--- config.mk ---
export PLATFORM = sky130hd
export DESIGN_NAME = seven_seg_scan_driver
export DESIGN_NICKNAME = d
export VERILOG_FILES = /design/src/rtl/seven_seg_scan_driver.sv
export SDC_FILE = /design/constraint.sdc
export NUM_CORES = 1
export LEC_CHECK = 0
export CAP_MARGIN = 0
export CORE_ASPECT_RATIO = 1.5
export CORE_MARGIN = 2
export CORE_UTILIZATION = 23
export CTS_CLUSTER_DIAMETER = 80
export DETAILED_ROUTE_END_ITERATION = 7
export PLACE_DENSITY = 0.41
export RECOVER_POWER = 25
export REMOVE_ABC_BUFFERS = 1
export SLEW_MARGIN = 20
export SYNTH_ARGS = -nofsm -noshare
export SYNTH_HDL_FRONTEND = slang
export SYNTH_SLANG_ARGS = --single-unit
--- constraint.sdc ---
create_clock -name clk -period 2.2 [get_ports clk]
set_input_delay 0.22 -clock clk [delete_from_list [all_inputs] [get_ports clk]]
set_output_delay 0.22 -clock clk [all_outputs]
set_load 0.05 [all_outputs]
--- src/rtl/seven_seg_scan_driver.sv ---
// seven_seg_scan_driver
//   Time-multiplexed driver for an N-digit common-anode seven-segment display.
//   Input digits are captured into a staging buffer on load. They are copied
//   to the shadow buffer only at the frame wrap, so a frame never mixes old
//   and new digits. All display outputs are registered from (idx, shadow).
//
// Ports
//   clk         system clock, rising edge
//   reset       asynchronous, active-high reset
//   en          display enable (0 = all anodes off; scanning keeps running)
//   digits      digit i on [4i+3:4i], digit 0 rightmost
//   dp_in       decimal point per digit, 1 = lit
//   lzb         leading-zero blanking enable
//   load        one-cycle strobe capturing digits/dp_in into staging
//   seg         active-low segments {g,f,e,d,c,b,a}
//   dp          active-low decimal point
//   an          active-low anode select, at most one bit low
//   digit_idx   index of the digit currently driven on seg/an
//   frame_done  one-cycle pulse after the scan wraps to digit 0
//   upd_pending staging holds data not yet shown
module seven_seg_scan_driver #(
    parameter int unsigned N_DIGITS    = 4,
    parameter int unsigned REFRESH_DIV = 100000,
    parameter bit          HEX_MODE    = 1'b0,
    localparam int unsigned IDX_W      = (N_DIGITS > 1) ? $clog2(N_DIGITS) : 1
) (
    input  logic                  clk,
    input  logic                  reset,
    input  logic                  en,
    input  logic [4*N_DIGITS-1:0] digits,
    input  logic [N_DIGITS-1:0]   dp_in,
    input  logic                  lzb,
    input  logic                  load,
    output logic [6:0]            seg,
    output logic                  dp,
    output logic [N_DIGITS-1:0]   an,
    output logic [IDX_W-1:0]      digit_idx,
    output logic                  frame_done,
    output logic                  upd_pending
);

    localparam int unsigned CNT_W = $clog2(REFRESH_DIV);

    logic [CNT_W-1:0]      cnt_q, cnt_d;
    logic [IDX_W-1:0]      idx_q, idx_d;
    logic [4*N_DIGITS-1:0] stg_dig_q, stg_dig_d;
    logic [N_DIGITS-1:0]   stg_dp_q, stg_dp_d;
    logic [4*N_DIGITS-1:0] shd_dig_q, shd_dig_d;
    logic [N_DIGITS-1:0]   shd_dp_q, shd_dp_d;
    logic                  upd_pending_q, upd_pending_d;
    logic                  frame_done_q, frame_done_d;
    logic [6:0]            seg_q, seg_d;
    logic                  dp_q, dp_d;
    logic [N_DIGITS-1:0]   an_q, an_d;
    logic [IDX_W-1:0]      digit_idx_q, digit_idx_d;

    logic       tick;
    logic       last_digit;
    logic       wrap;
    logic [3:0] cur_val;
    logic       cur_dp;
    logic       nonzero_above;
    logic       blank;

    function automatic logic [6:0] decode7(input logic [3:0] v);
        logic [6:0] g;
        case (v)
            4'h0:    g = 7'h40;
            4'h1:    g = 7'h79;
            4'h2:    g = 7'h24;
            4'h3:    g = 7'h30;
            4'h4:    g = 7'h19;
            4'h5:    g = 7'h12;
            4'h6:    g = 7'h02;
            4'h7:    g = 7'h78;
            4'h8:    g = 7'h00;
            4'h9:    g = 7'h10;
            4'hA:    g = HEX_MODE ? 7'h08 : 7'h7F;
            4'hB:    g = HEX_MODE ? 7'h03 : 7'h7F;
            4'hC:    g = HEX_MODE ? 7'h46 : 7'h7F;
            4'hD:    g = HEX_MODE ? 7'h21 : 7'h7F;
            4'hE:    g = HEX_MODE ? 7'h06 : 7'h7F;
            default: g = HEX_MODE ? 7'h0E : 7'h7F;
        endcase
        return g;
    endfunction

    // Refresh divider and digit scan
    always_comb begin
        tick       = (cnt_q == CNT_W'(REFRESH_DIV - 1));
        last_digit = (idx_q == IDX_W'(N_DIGITS - 1));
        wrap       = tick && last_digit;
        cnt_d      = tick ? '0 : cnt_q + CNT_W'(1);
        idx_d      = idx_q;
        if (tick) begin
            idx_d = last_digit ? '0 : idx_q + IDX_W'(1);
        end
    end

    // Staging/shadow double buffer. Staging always takes a load, even on the
    // wrap edge, so it keeps matching shadow and a later wrap cannot revert it.
    always_comb begin
        stg_dig_d     = load ? digits : stg_dig_q;
        stg_dp_d      = load ? dp_in  : stg_dp_q;
        shd_dig_d     = shd_dig_q;
        shd_dp_d      = shd_dp_q;
        upd_pending_d = upd_pending_q;
        frame_done_d  = wrap;
        if (wrap) begin
            shd_dig_d     = load ? digits : stg_dig_q;
            shd_dp_d      = load ? dp_in  : stg_dp_q;
            upd_pending_d = 1'b0;
        end else if (load) begin
            upd_pending_d = 1'b1;
        end
    end

    // Output decode from the current idx and shadow
    always_comb begin
        cur_val       = '0;
        cur_dp        = 1'b0;
        nonzero_above = 1'b0;
        an_d          = '1;
        for (int unsigned i = 0; i < N_DIGITS; i++) begin
            if (idx_q == IDX_W'(i)) begin
                cur_val = shd_dig_q[4*i +: 4];
                cur_dp  = shd_dp_q[i];
                an_d[i] = ~en;
            end
            // Any nonzero digit at or above the current one stops blanking
            if ((i >= 32'(idx_q)) && (shd_dig_q[4*i +: 4] != 4'h0)) begin
                nonzero_above = 1'b1;
            end
        end
        blank       = lzb && (idx_q != '0) && !nonzero_above;
        seg_d       = (en && !blank) ? decode7(cur_val) : 7'h7F;
        dp_d        = en ? ~cur_dp : 1'b1;
        digit_idx_d = idx_q;
    end

    always_ff @(posedge clk or posedge reset) begin
        if (reset) begin
            cnt_q         <= '0;
            idx_q         <= '0;
            stg_dig_q     <= '0;
            stg_dp_q      <= '0;
            shd_dig_q     <= '0;
            shd_dp_q      <= '0;
            upd_pending_q <= 1'b0;
            frame_done_q  <= 1'b0;
            seg_q         <= 7'h7F;
            dp_q          <= 1'b1;
            an_q          <= '1;
            digit_idx_q   <= '0;
        end else begin
            cnt_q         <= cnt_d;
            idx_q         <= idx_d;
            stg_dig_q     <= stg_dig_d;
            stg_dp_q      <= stg_dp_d;
            shd_dig_q     <= shd_dig_d;
            shd_dp_q      <= shd_dp_d;
            upd_pending_q <= upd_pending_d;
            frame_done_q  <= frame_done_d;
            seg_q         <= seg_d;
            dp_q          <= dp_d;
            an_q          <= an_d;
            digit_idx_q   <= digit_idx_d;
        end
    end

    assign seg         = seg_q;
    assign dp          = dp_q;
    assign an          = an_q;
    assign digit_idx   = digit_idx_q;
    assign frame_done  = frame_done_q;
    assign upd_pending = upd_pending_q;

endmodule

==> impl_metrics.ini <==
[critical_path]
rr_worst_depth = 5
critPathCaptureType = register
critical-path-top-delay-family = simple AND/OR/NAND/NOR gates
reg2reg_from = cnt_q[11]
crit_required_ns = 2.42
path_max_fanout = 13
cpMaxStageDelayCell = or4_4
critPathMaxStageDelay_ns = 0.55
critPathArrivalTime_ns = 2.29
rr_endpoint = shd_dig_q[7]
worstSetupPathType = reg -> reg
reg2reg_slack_ns = 0.13
worstPathCellList = or4_4 -> nor3_4 -> and3_1 -> buf_12 -> mux2_2
cp-start-kind = register
crit_buf_inv = 1

[outcome]
status = finished clean

[global_routing]
grt_max_degree = 76
grt.overflow.total = 0
grt_pass1_wl_mm = 12.3
grt_pass1_vias = 2412
antenna_found_initial = 0
grtUsageTotal_pct = 10.1

[logic_synthesis]
syn_area_sq_um = 3440
synth_edf_count = 0
syn_avg_cell_area_sq_um = 12.9
synth_flop_cell = dfrtp_1
yosysMostFrequentCell = dfrtp_1
synth.top_cell.area_share_pct = 45.8
synth_common_cells = dfrtp_1, mux2_2, mux2_4, nor2_1, dfstp_2
syn_inst = 267
async_reset_ff_share_pct = 100
synthDistinctLibCells = 51
synth-seq-cells = 75
synth_top_area_cell = dfrtp_1
ys_seq_area_share_pct = 54.9
synth.area.top_cells = dfrtp_1, dfstp_2, mux2_4, mux2_2, ha_1
ys_warn_count = 0

[finish]
nets = 359
multi_input_area_sq_um = 1460
n_antenna_cell = 0
seq_area_sq_um = 1890
fill_cells = 1514
area_growth_syn_to_layout_pct = 32.0
layout-drive-gt1-share_pct = 30.7
final_cells = 528

[floorplan]
die_x_microns = 104
rows = 54
dieArea_sq_um = 16000
die_h_microns = 154
io_pins = 41
start_util_pct = 23.6
fp.coreArea_sq_um = 14600

[run]
drv_cap = 0

[power]
totalPowerFinal_w = 0.00323
powerDensity_nw_per_um2 = 711
p_leak_nw = 1.92
peakVddDrop_mv = 0.254

[place]
hpwl_mm = 5.40
gp_congestion = 0.751
dp.cells = 512
port_buffers = 40

[cts]
h-tree-depth = 3
numCtsBuffers = 9
root_buffer = clkbuf_16
cts.clk_slew.worst_paths_ns = 0.06
cts.sinks = 75
clk_latency_ns = 0.34
cts_hold_buf = 0
cts_tree = built
cts_buffer_depth = 2

[detailed_routing]
wl_met1_mm = 2.93
drt_iter0_drc = 64
drc = 0
drtPass1Iterations = 4
vias = 2243
routed_wl_mm = 7.42
top_layer = met4
met2WireLength_mm = 4.03
wl_met3_microns = 260
avgViaCountPerCell = 4.25
wl_per_cell_microns = 14.1
postRouteAntennaNets = 0

[hold_path]
hold_end = digit_idx[0]
min_path_type = reg -> reg
hold_depth = 0
min-delay-start = digit_idx_d[0]

[timing]
fin_hold_ws_ns = 0.462
tightest_slew_ns = 1.04
finalSetupViolCount = 0
max_freq_ghz = 0.484
min_period_ns = 2.07
maxSlewViolCount = 0
rsz0062_at_grt = no
fin_crit_sh_pct = 94.0
slew_headroom_pct = 30.6
hold_viol_final = 0
finClkSkew_ns = 0.0117
==> through the flow <==
stage               setup slack, ns  cell area, sq um  setup TNS (ns)  utilization (%)
floorplan                    -0.363              3360           -6.27                -
global placement            -0.0432              4200         -0.0735             28.8
detailed placement          -0.0527              4200          -0.102             28.8
CTS                          0.0302              4530               0             31.0
global route                 0.0375              4550               0             31.2
finish                        0.132              4550               0             31.2
==> worst reg2reg max path, cell delays in order (launching register included) <==
cell and delay [ns]:
dfrtp_1 0.39, or4_4 0.55, nor3_4 0.19, and3_1 0.29
buf_12 0.19, mux2_2 0.34
==> sequential cells by signal, summed over array words and instances (netlist names), 2 cells and up <==
| signal | flops |
|---|---|
| digit_idx_d | 2 |
| cnt_q | 17 |
| digit_idx | 2 |
| stg_dp_q | 4 |
| shd_dig_q | 16 |
| shd_dp_q | 4 |
| stg_dig_q | 16 |
| seg | 7 |
| an | 4 |
==> logic make-up after synthesis <==
| logic type | share of synthesized area (%) |
|---|---|
| AO/OA/AOI/OAI | 7.01 |
| XOR/XNOR | 3.56 |
| adder cells (fa/ha/maj) | 2.54 |
| buffers and inverters | 3.56 |
| flip-flops | 54.9 |
| multiplexers | 15.3 |
| AND/OR/NAND/NOR | 13.1 |
==> power by group <==
part	total (W)	internal, W	switching, W
combinational	0.000187	0.0000906	0.0000963
sequential	0.00144	0.00143	0.00000931
clock	0.00161	0.00102	0.000585
total	0.00323	0.00254	0.000691
==> repair_timing <==
item	CTS	global route
setup endpoints to repair	0	7
gates resized for setup	0	7
setup buffers	0	0
==> per-layer routing <==
layer / GRT usage, % / up-vias
met4: 5.86 / 0
li1: - / 1081
met5: 0 / -
met2: 17.9 / 28
met1: 10.6 / 1121
met3: 2.76 / 13
==> cell usage in the layout (no fill, tap or decap), types with 6 or more instances in the layout <==
master / synthesis / final
dfrtp_1: 63 / 63
xnor2_1: 8 / 8
clkbuf_16: 0 / 9
clkdlybuf4s50_1: 0 / 39
dfstp_2: 12 / 12
mux2_2: 22 / 22
inv_1: 9 / 8
xor2_1: 6 / 6
a211oi_1: 8 / 7
mux2_4: 18 / 18
nand3_1: 9 / 9
nor2_1: 15 / 15
nand2_1: 11 / 11
buf_4: 1 / 16
o21ai_0: 6 / 6
==> layout make-up <==
type	count	area share [%]
flip-flops and latches	75	41.6
multi-input cells	172	32.2
repair buffers	60	12.9
well taps	196	5.39
clock buffers	10	5.25
clock inverters	6	1.90
inverters	9	0.743
==> how the worst max path moves through the flow <==
stage | startpoint | end | slack [ns] | cells after the start
global route | digit_idx_d[0] | seg[6] | 0.04 | 8
global placement | lzb | seg[6] | -0.04 | 5
CTS | digit_idx_d[0] | seg[0] | 0.03 | 6
detailed placement | lzb | seg[0] | -0.05 | 5
floorplan | cnt_q[11] | shd_dig_q[6] | -0.36 | 4
finish | cnt_q[11] | shd_dig_q[7] | 0.13 | 5
(Power assumes the default switching activity.)
